`src/rtl/ex_muldiv_seq_pkg.sv`:
```
`default_nettype none
// ============================================================================
//  Module      : ex_muldiv_seq_pkg
//  Description : Shared op codes, state encoding and op-class helpers for the
//                EX-stage multi-cycle multiply/divide sequencer.
//  Revision    : 1.0 - initial release
// ============================================================================
package ex_muldiv_seq_pkg;

    localparam int MD_OP_W    = 3;
    localparam int MD_STATE_W = 2;

    typedef enum logic [MD_OP_W-1:0] {
        OP_MUL   = 3'd0,   // low word of product
        OP_MULH  = 3'd1,   // signed high word
        OP_MULHU = 3'd2,   // unsigned high word
        OP_DIV   = 3'd3,   // signed quotient
        OP_MOD   = 3'd4,   // signed remainder
        OP_DIVU  = 3'd5,   // unsigned quotient
        OP_MODU  = 3'd6,   // unsigned remainder
        OP_RSVD  = 3'd7    // reserved, behaves as MUL
    } md_op_e;

    typedef enum logic [MD_STATE_W-1:0] {
        ST_IDLE = 2'd0,
        ST_CALC = 2'd1,
        ST_DONE = 2'd2
    } md_state_e;

    // Divide-class ops share the restoring-division datapath.
    function automatic logic op_is_div(input md_op_e op);
        return (op == OP_DIV) || (op == OP_MOD) || (op == OP_DIVU) || (op == OP_MODU);
    endfunction

    // Ops whose operands are converted to magnitudes before iterating.
    // MUL is excluded: its low word is identical for signed and unsigned.
    function automatic logic op_is_signed(input md_op_e op);
        return (op == OP_MULH) || (op == OP_DIV) || (op == OP_MOD);
    endfunction

endpackage
`default_nettype wire

```
`src/rtl/ex_muldiv_seq_if.sv`:
```
`default_nettype none
// ============================================================================
//  Module      : ex_muldiv_seq_if
//  Description : EX-side handshake bundle for the mul/div sequencer.
//  Revision    : 1.0 - initial release
// ============================================================================
interface ex_muldiv_seq_if
    import ex_muldiv_seq_pkg::*;
#(
    parameter int WIDTH = 32
);
    logic               valid_i;
    logic [MD_OP_W-1:0] op_i;
    logic [WIDTH-1:0]   opd1_i;
    logic [WIDTH-1:0]   opd2_i;
    logic               ready_i;
    logic               flush_i;
    logic               busy_o;
    logic               done_o;
    logic [WIDTH-1:0]   result_o;

    modport slave (
        input  valid_i, op_i, opd1_i, opd2_i, ready_i, flush_i,
        output busy_o, done_o, result_o
    );

    modport master (
        output valid_i, op_i, opd1_i, opd2_i, ready_i, flush_i,
        input  busy_o, done_o, result_o
    );
endinterface
`default_nettype wire

```
`src/rtl/ex_muldiv_seq_muldiv_step.sv`:
```
`default_nettype none
// ============================================================================
//  Module      : muldiv_step
//  Description : One iteration of the mul/div datapath. The 2*WIDTH
//                accumulator is {hi, lo}: for multiply {partial product,
//                multiplier}, for divide {remainder, quotient}.
//  Revision    : 1.0 - initial release
// ============================================================================
module muldiv_step #(
    parameter int WIDTH = 32
) (
    input  wire logic                 i_is_div,
    input  wire logic [2*WIDTH-1:0]   i_acc,
    input  wire logic [WIDTH-1:0]     i_b,
    output logic      [2*WIDTH-1:0]   o_acc
);

    logic [WIDTH:0]     w_sum;
    logic [WIDTH:0]     w_diff;
    logic [2*WIDTH-1:0] w_shl;

    // Add-shift for multiply, shift/trial-subtract for restoring divide.
    always_comb begin
        w_sum  = {1'b0, i_acc[2*WIDTH-1:WIDTH]} + (i_acc[0] ? {1'b0, i_b} : '0);
        w_shl  = {i_acc[2*WIDTH-2:0], 1'b0};
        // The bit shifted out of the remainder is kept as a carry so that
        // divisors with the MSB set still compare correctly.
        w_diff = {i_acc[2*WIDTH-1], w_shl[2*WIDTH-1:WIDTH]} - {1'b0, i_b};
        o_acc  = {w_sum, i_acc[WIDTH-1:1]};
        if (i_is_div) begin
            if (!w_diff[WIDTH]) begin
                o_acc = {w_diff[WIDTH-1:0], w_shl[WIDTH-1:1], 1'b1};
            end else begin
                o_acc = w_shl;
            end
        end
    end

endmodule
`default_nettype wire

```
`src/rtl/ex_muldiv_seq.sv`:
```
`default_nettype none
// ============================================================================
//  Module      : ex_muldiv_seq
//  Description : Multi-cycle (one bit per cycle) multiply/divide sequencer
//                for EX. Holds the EX "over" handshake via done_o.
//  Revision    : 1.0 - initial release
// ============================================================================
module ex_muldiv_seq
    import ex_muldiv_seq_pkg::*;
#(
    parameter int WIDTH = 32
) (
    input  wire logic      clk_i,
    input  wire logic      rst_i,
    ex_muldiv_seq_if.slave bus
);

    localparam int               c_CNT_W    = (WIDTH > 1) ? $clog2(WIDTH) : 1;
    localparam logic [c_CNT_W-1:0] c_CNT_LAST = c_CNT_W'(WIDTH - 1);

    md_state_e            r_state;
    md_state_e            w_state_nxt;
    md_op_e               r_op;
    logic                 r_sign1;
    logic                 r_sign2;
    logic                 r_dz;
    logic [c_CNT_W-1:0]   r_cnt;
    logic [2*WIDTH-1:0]   r_acc;
    logic [WIDTH-1:0]     r_b;

    logic                 w_accept;
    logic                 w_last;
    md_op_e               w_in_op;
    logic                 w_in_s1;
    logic                 w_in_s2;
    logic [WIDTH-1:0]     w_in_mag1;
    logic [WIDTH-1:0]     w_in_mag2;
    logic [2*WIDTH-1:0]   w_step_acc;
    logic [2*WIDTH-1:0]   w_acc_neg;
    logic [WIDTH-1:0]     w_lo_neg;
    logic [WIDTH-1:0]     w_hi_neg;
    logic [WIDTH-1:0]     w_quo;
    logic [WIDTH-1:0]     w_rem;
    logic [WIDTH-1:0]     w_result;

    assign w_accept = (r_state == ST_IDLE) & bus.valid_i & ~bus.flush_i;
    assign w_last   = (r_cnt == c_CNT_LAST);

    // Operand sign capture and magnitude conversion at accept time.
    always_comb begin
        w_in_op   = md_op_e'(bus.op_i);
        w_in_s1   = op_is_signed(w_in_op) & bus.opd1_i[WIDTH-1];
        w_in_s2   = op_is_signed(w_in_op) & bus.opd2_i[WIDTH-1];
        w_in_mag1 = w_in_s1 ? (~bus.opd1_i + 1'b1) : bus.opd1_i;
        w_in_mag2 = w_in_s2 ? (~bus.opd2_i + 1'b1) : bus.opd2_i;
    end

    muldiv_step #(
        .WIDTH (WIDTH)
    ) u_step (
        .i_is_div (op_is_div(r_op)),
        .i_acc    (r_acc),
        .i_b      (r_b),
        .o_acc    (w_step_acc)
    );

    // State register.
    always_ff @(posedge clk_i) begin
        if (rst_i) begin
            r_state <= ST_IDLE;
        end else begin
            r_state <= w_state_nxt;
        end
    end

    // Next-state logic; flush overrides every other transition.
    always_comb begin
        w_state_nxt = r_state;
        case (r_state)
            ST_IDLE: if (w_accept)    w_state_nxt = ST_CALC;
            ST_CALC: if (w_last)      w_state_nxt = ST_DONE;
            ST_DONE: if (bus.ready_i) w_state_nxt = ST_IDLE;
            default:                  w_state_nxt = ST_IDLE;
        endcase
        if (bus.flush_i) begin
            w_state_nxt = ST_IDLE;
        end
    end

    // Operand latch on accept, one datapath iteration per CALC cycle.
    always_ff @(posedge clk_i) begin
        if (rst_i) begin
            r_op    <= OP_MUL;
            r_sign1 <= 1'b0;
            r_sign2 <= 1'b0;
            r_dz    <= 1'b0;
            r_cnt   <= '0;
            r_acc   <= '0;
            r_b     <= '0;
        end else if (w_accept) begin
            r_op    <= w_in_op;
            r_sign1 <= w_in_s1;
            r_sign2 <= w_in_s2;
            r_dz    <= (bus.opd2_i == '0);
            r_cnt   <= '0;
            r_acc   <= {{WIDTH{1'b0}}, w_in_mag1};
            r_b     <= w_in_mag2;
        end else if ((r_state == ST_CALC) && !bus.flush_i) begin
            r_acc   <= w_step_acc;
            r_cnt   <= w_last ? '0 : r_cnt + c_CNT_W'(1);
        end
    end

    // Sign fix-up of the unsigned magnitude result, and result selection.
    always_comb begin
        w_acc_neg = ~r_acc + 1'b1;
        w_lo_neg  = ~r_acc[WIDTH-1:0] + 1'b1;
        w_hi_neg  = ~r_acc[2*WIDTH-1:WIDTH] + 1'b1;
        // Divide by zero: quotient forced to all ones; the remainder already
        // equals the dividend magnitude, and the sign fix-up restores opd1.
        w_quo     = r_dz ? '1 : ((r_sign1 ^ r_sign2) ? w_lo_neg : r_acc[WIDTH-1:0]);
        w_rem     = r_sign1 ? w_hi_neg : r_acc[2*WIDTH-1:WIDTH];
        case (r_op)
            OP_MUL, OP_RSVD: w_result = r_acc[WIDTH-1:0];
            OP_MULH:         w_result = (r_sign1 ^ r_sign2) ? w_acc_neg[2*WIDTH-1:WIDTH]
                                                            : r_acc[2*WIDTH-1:WIDTH];
            OP_MULHU:        w_result = r_acc[2*WIDTH-1:WIDTH];
            OP_DIV, OP_DIVU: w_result = w_quo;
            OP_MOD, OP_MODU: w_result = w_rem;
            default:         w_result = r_acc[WIDTH-1:0];
        endcase
    end

    assign bus.busy_o   = (r_state != ST_IDLE);
    assign bus.done_o   = (r_state == ST_DONE);
    assign bus.result_o = (r_state == ST_DONE) ? w_result : '0;

endmodule
`default_nettype wire

```
`src/flat_wrapper.sv`:
```
// flat-port wrapper written by rule: the top's interface ports become plain ports
module ex_muldiv_seq_flat import ex_muldiv_seq_pkg::*;
#(
    parameter int WIDTH = 32
)
  (clk_i, rst_i, bus_valid_i, bus_op_i, bus_opd1_i, bus_opd2_i, bus_ready_i, bus_flush_i, bus_busy_o, bus_done_o, bus_result_o);
  ex_muldiv_seq_if #(.WIDTH(WIDTH)) bus_i ();
  input  wire logic clk_i;
  input  wire logic rst_i;
  input wire logic [$bits(bus_i.valid_i)-1:0] bus_valid_i;
  input wire logic [$bits(bus_i.op_i)-1:0] bus_op_i;
  input wire logic [$bits(bus_i.opd1_i)-1:0] bus_opd1_i;
  input wire logic [$bits(bus_i.opd2_i)-1:0] bus_opd2_i;
  input wire logic [$bits(bus_i.ready_i)-1:0] bus_ready_i;
  input wire logic [$bits(bus_i.flush_i)-1:0] bus_flush_i;
  output wire logic [$bits(bus_i.busy_o)-1:0] bus_busy_o;
  output wire logic [$bits(bus_i.done_o)-1:0] bus_done_o;
  output wire logic [$bits(bus_i.result_o)-1:0] bus_result_o;
  assign bus_i.valid_i = bus_valid_i;
  assign bus_i.op_i = bus_op_i;
  assign bus_i.opd1_i = bus_opd1_i;
  assign bus_i.opd2_i = bus_opd2_i;
  assign bus_i.ready_i = bus_ready_i;
  assign bus_i.flush_i = bus_flush_i;
  assign bus_busy_o = bus_i.busy_o;
  assign bus_done_o = bus_i.done_o;
  assign bus_result_o = bus_i.result_o;
  ex_muldiv_seq #(.WIDTH(WIDTH)) u_core (.clk_i(clk_i), .rst_i(rst_i), .bus(bus_i));
endmodule
```
`config.mk`:
```
export PLATFORM = sky130hd
export DESIGN_NAME = ex_muldiv_seq_flat
export DESIGN_NICKNAME = d
export VERILOG_FILES = /design/src/rtl/ex_muldiv_seq_pkg.sv /design/src/rtl/ex_muldiv_seq_if.sv /design/src/rtl/ex_muldiv_seq_muldiv_step.sv /design/src/rtl/ex_muldiv_seq.sv /design/src/flat_wrapper.sv
export SDC_FILE = /design/constraint.sdc
export NUM_CORES = 1
export LEC_CHECK = 0
export BUFFER_PORTS_ARGS = -buffer_cell sky130_fd_sc_hd__buf_2
export CORE_MARGIN = 8
export CORE_UTILIZATION = 35
export CTS_BUF_LIST = sky130_fd_sc_hd__clkbuf_4 sky130_fd_sc_hd__clkbuf_8 sky130_fd_sc_hd__clkbuf_16
export DETAILED_ROUTE_END_ITERATION = 8
export GPL_TIMING_DRIVEN = 0
export PLACE_DENSITY_LB_ADDON = 0.15
export SLEW_MARGIN = 10
export SYNTH_ARGS = -nofsm -noshare
export SYNTH_HDL_FRONTEND = slang
export SYNTH_SLANG_ARGS = --single-unit
```
`constraint.sdc`:
```
create_clock -name clk_i -period 4.6 [get_ports clk_i]
set_input_delay 0.69 -clock clk_i [delete_from_list [all_inputs] [get_ports clk_i]]
set_output_delay 0.69 -clock clk_i [all_outputs]
set_load 0.05 [all_outputs]
```
==> metrics.csv <==
stage,metric,value,unit
job,cap_violations,0,
synth,synth_edf_count,0,
clock_network,cts_buffers,9,
placement,hpwl,47720,um
timing,slew-limit-headroom,0.2089,
floorplan,die_w,209.6,um
floorplan,coreArea,37310,sq um
synth,ys.warnings.count,0,
timing,fin_ws,0.01215,ns
timing,whs,0.4737,ns
timing,rsz0062_at_grt,yes,
synth,synth.distinct_cells,72,
power_and_ir_drop,p_comb_frac,0.389,
detailed_routing,drt_wl_total,60280,um
global_route,grt_pass1_vias,14270,
timing,fin_crit,4.588,ns
clock_network,cts_sinks,109,
worst_setup_path,end_kind,output pin,
global_route,use_met2,0.4015,
floorplan,fp.dieH,209.6,um
global_route,grt_antenna_before_repair,0,
synth,synthesis.nets,2085,
power_and_ir_drop,sequentialPowerShare,0.338,
cells_and_area,area_growth,14.88,%
detailed_routing,drtIter0Drc,1520,
worst_setup_path,crit_type,reg -> out,
detailed_routing,route.detailed.drc,0,
worst_setup_path,crit_path_start_kind,flop,
worst_setup_path,required,3.91,ns
timing,hold_violations,0,
timing,clock.fmax,0.2180,GHz
clock_network,cts-root-buf,clkbuf_16,
clock_network,clk_latency,0.38,ns
outcome,status,completed,
hold_path,hp-class,reg -> reg,
synth,synth_ff_type,dfxtp_1,
timing,finalClockSkew,0.02169,ns
clock_network,path_clk_slew,0.10,ns
placement,place.gp.congestion,1.010,
power_and_ir_drop,ir_drop,0.1821,mV
detailed_routing,drtPass1Iterations,6,
timing,finalSetupViolations,0,
timing,fin_setup_tns,0,ns
cells_and_area,fin_nets,2209,
worst_setup_path,path_max_fanout,5,
synth,synthesis.area,13120,sq um
clock_network,cts.htree.levels,3,
cells_and_area,final_cell_mix,"215 x nor2_1, 203 x nand2_1, 198 x a21oi_1, 140 x o21ai_0, 127 x clkbuf_1",
global_route,grt_use_met1,0.3727,
floorplan,initial_core_util,0.3515,
global_route,met3_usage,0.03356,
synth,ys_ff_latch,109,
cells_and_area,antenna_cells,0,
worst_setup_path,crit_arrival,3.90,ns
global_route,global_route.usage.total,0.2625,
synth,postSynthCellCount,1941,
power_and_ir_drop,p_sw_frac,0.4150,
power_and_ir_drop,powerDensity,206.4,nW/um^2
global_route,grt_busiest_layer,met2,
global_route,globalRouteOverflowTotal,0,
placement,port_buffers,105,
cells_and_area,layout_commonest_cell,nor2_1,
detailed_routing,postRouteAntennaNets,0,
cells_and_area,fillCellCount,4110,
placement,preCtsSetupSlack,-0.3501,ns
power_and_ir_drop,p_int,1.819,mW
detailed_routing,vias_per_cell,6.019,
timing,worstMarginPinSlew,1.182,ns
synth,synth.avg_cell_area,6.758,sq um
clock_network,clock_path_buffers,2,
power_and_ir_drop,power,3.110,mW
synth,async_flop_share,0,
power_and_ir_drop,power_leakage,5.793,nW
power_and_ir_drop,clockPowerShare,0.273,
timing,fin_crit_sh,0.9974,
cells_and_area,fin_cells,2544,
clock_network,cts_tree,yes,
floorplan,io_pins,106,
global_route,grt_start_max_net_pins,24,
power_and_ir_drop,p_switching,1.291,mW
cells_and_area,drive_above_1_share,0.1203,
placement,placed_cells,2520,
global_route,grt_pass1_wl,89400,um
detailed_routing,wl_per_cell,23.70,um
detailed_routing,dr_total_vias,15313,
timing,drv_slew,0,
synth,seq_area_frac_synth,0.1664,
floorplan,rows,71,
floorplan,die-area,43930,sq um
what timing repair did:
item,4_1_cts,5_1_grt
gates resized for setup,59,70
hold buffers,0,0
pin swaps,9,24
setup endpoints to repair,62,50
setup buffers,5,18
hold endpoints to repair,0,0
registers in the layout, summed over array words and instances, names as in the netlist:
name            count
u_core.r_acc       64
u_core.r_b         32
u_core.r_cnt        5
u_core.r_op         3
u_core.r_state      2
u_core.r_dz         1
u_core.r_sign1      1
u_core.r_sign2      1
per-stage QoR:
step | utilization | instance area, sq um
floorplan | - | 13120
global placement | 0.3815 | 14230
detailed placement | 0.3815 | 14230
CTS | 0.3964 | 14790
global route | 0.4039 | 15070
finish | 0.4039 | 15070
final cells by class:
| cell class | instances | area, sq um | area share |
|---|---|---|---|
| clock buffers | 9 | 225.2 | 0.01495 |
| inverters | 65 | 244.0 | 0.01619 |
| plain buffers | 149 | 599.3 | 0.03977 |
| clock inverters | 7 | 91.34 | 0.006062 |
| repair buffers | 128 | 757.0 | 0.05024 |
| multi-input cells | 1603 | 10360 | 0.6874 |
| well taps | 474 | 593.1 | 0.03936 |
| flip-flops and latches | 109 | 2201 | 0.1461 |
power by group through the flow:
stage / sequential (mW) / clock, mW / combinational, mW
final: 1.05 / 0.848 / 1.21
after CTS: 1.04 / 0.860 / 1.16
after detailed placement: 1.06 / 0 / 1.13
after floorplan: 1.04 / 0 / 0.782
after global placement: 1.06 / 0 / 1.13
after global routing: 1.06 / 0.899 / 1.30
logic make-up (layout without fill, tap and decap cells):
kind of cell / count (synthesis) / in the layout / synth area share
buffers and inverters: 229 / 358 / 0.06754
XOR/XNOR: 185 / 185 / 0.1235
AO/OA/AOI/OAI: 670 / 670 / 0.3207
flip-flops: 109 / 109 / 0.1664
multiplexers: 26 / 26 / 0.02032
adder cells (fa/ha/maj): 73 / 73 / 0.07059
AND/OR/NAND/NOR: 649 / 649 / 0.2309
worst paths after layout:
path | startpoint | end | slack (ns) | cells after the start
worst max register to register | u_core.r_acc[31] | u_core.r_acc[57] | 0.26 | 13
worst max-delay path | u_core.r_acc[47] | bus_result_o[30] | 0.01 | 12
worst min register to register | u_core.r_b[31] | u_core.r_b[31] | 0.47 | 2
worst min-delay path | u_core.r_b[31] | u_core.r_b[31] | 0.47 | 2
Yosys cell counts, drive strengths merged (6+ instances only):
library cell	n	area share
nand4	12	0.0057
nor2b	10	0.0048
a21o	34	0.019
o31ai	26	0.015
nor3	39	0.015
a31oi	18	0.0086
o211ai	8	0.0046
a311oi	9	0.0060
dfxtp	109	0.17
and3	13	0.0062
or2	7	0.0033
o41ai	8	0.0053
nand3	22	0.0084
o21ai	152	0.058
o21a	13	0.0074
o2111ai	9	0.0060
nand3b	6	0.0034
nand2b	23	0.011
or4	17	0.0097
xnor2	106	0.071
buf	17	0.0069
o21bai	7	0.0040
and2	9	0.0043
a21oi	208	0.079
o22ai	12	0.0057
mux2i	21	0.016
inv	65	0.019
clkbuf	147	0.042
nor2	218	0.063
o221ai	19	0.013
nor4	16	0.0081
a211oi	105	0.060
nand2	203	0.058
ha	70	0.067
xor2	79	0.053
a221oi	8	0.0053
or3	40	0.020
routing by layer:
metal  part of all wire  routed length (um)  up-vias
met3              0.074                4474      109
met4              0.037                2233        0
met1               0.46               27950     7250
met2               0.43               25630      692
met5                  0                   0        -
li1                   -                   -     7262
critical path, cell delays in order (launching register included):
cell and delay (ns):
dfxtp_2 0.35, buf_8 0.14, or4_4 0.51, or3_4 0.39, or3_4 0.40, or4_4 0.52, o21ai_4 0.22, xnor2_2 0.14
a22oi_1 0.09, nor2_1 0.18, a221oi_2 0.06, a21oi_2 0.31, buf_6 0.21
Note: power is estimated with default switching activity, not from simulation.
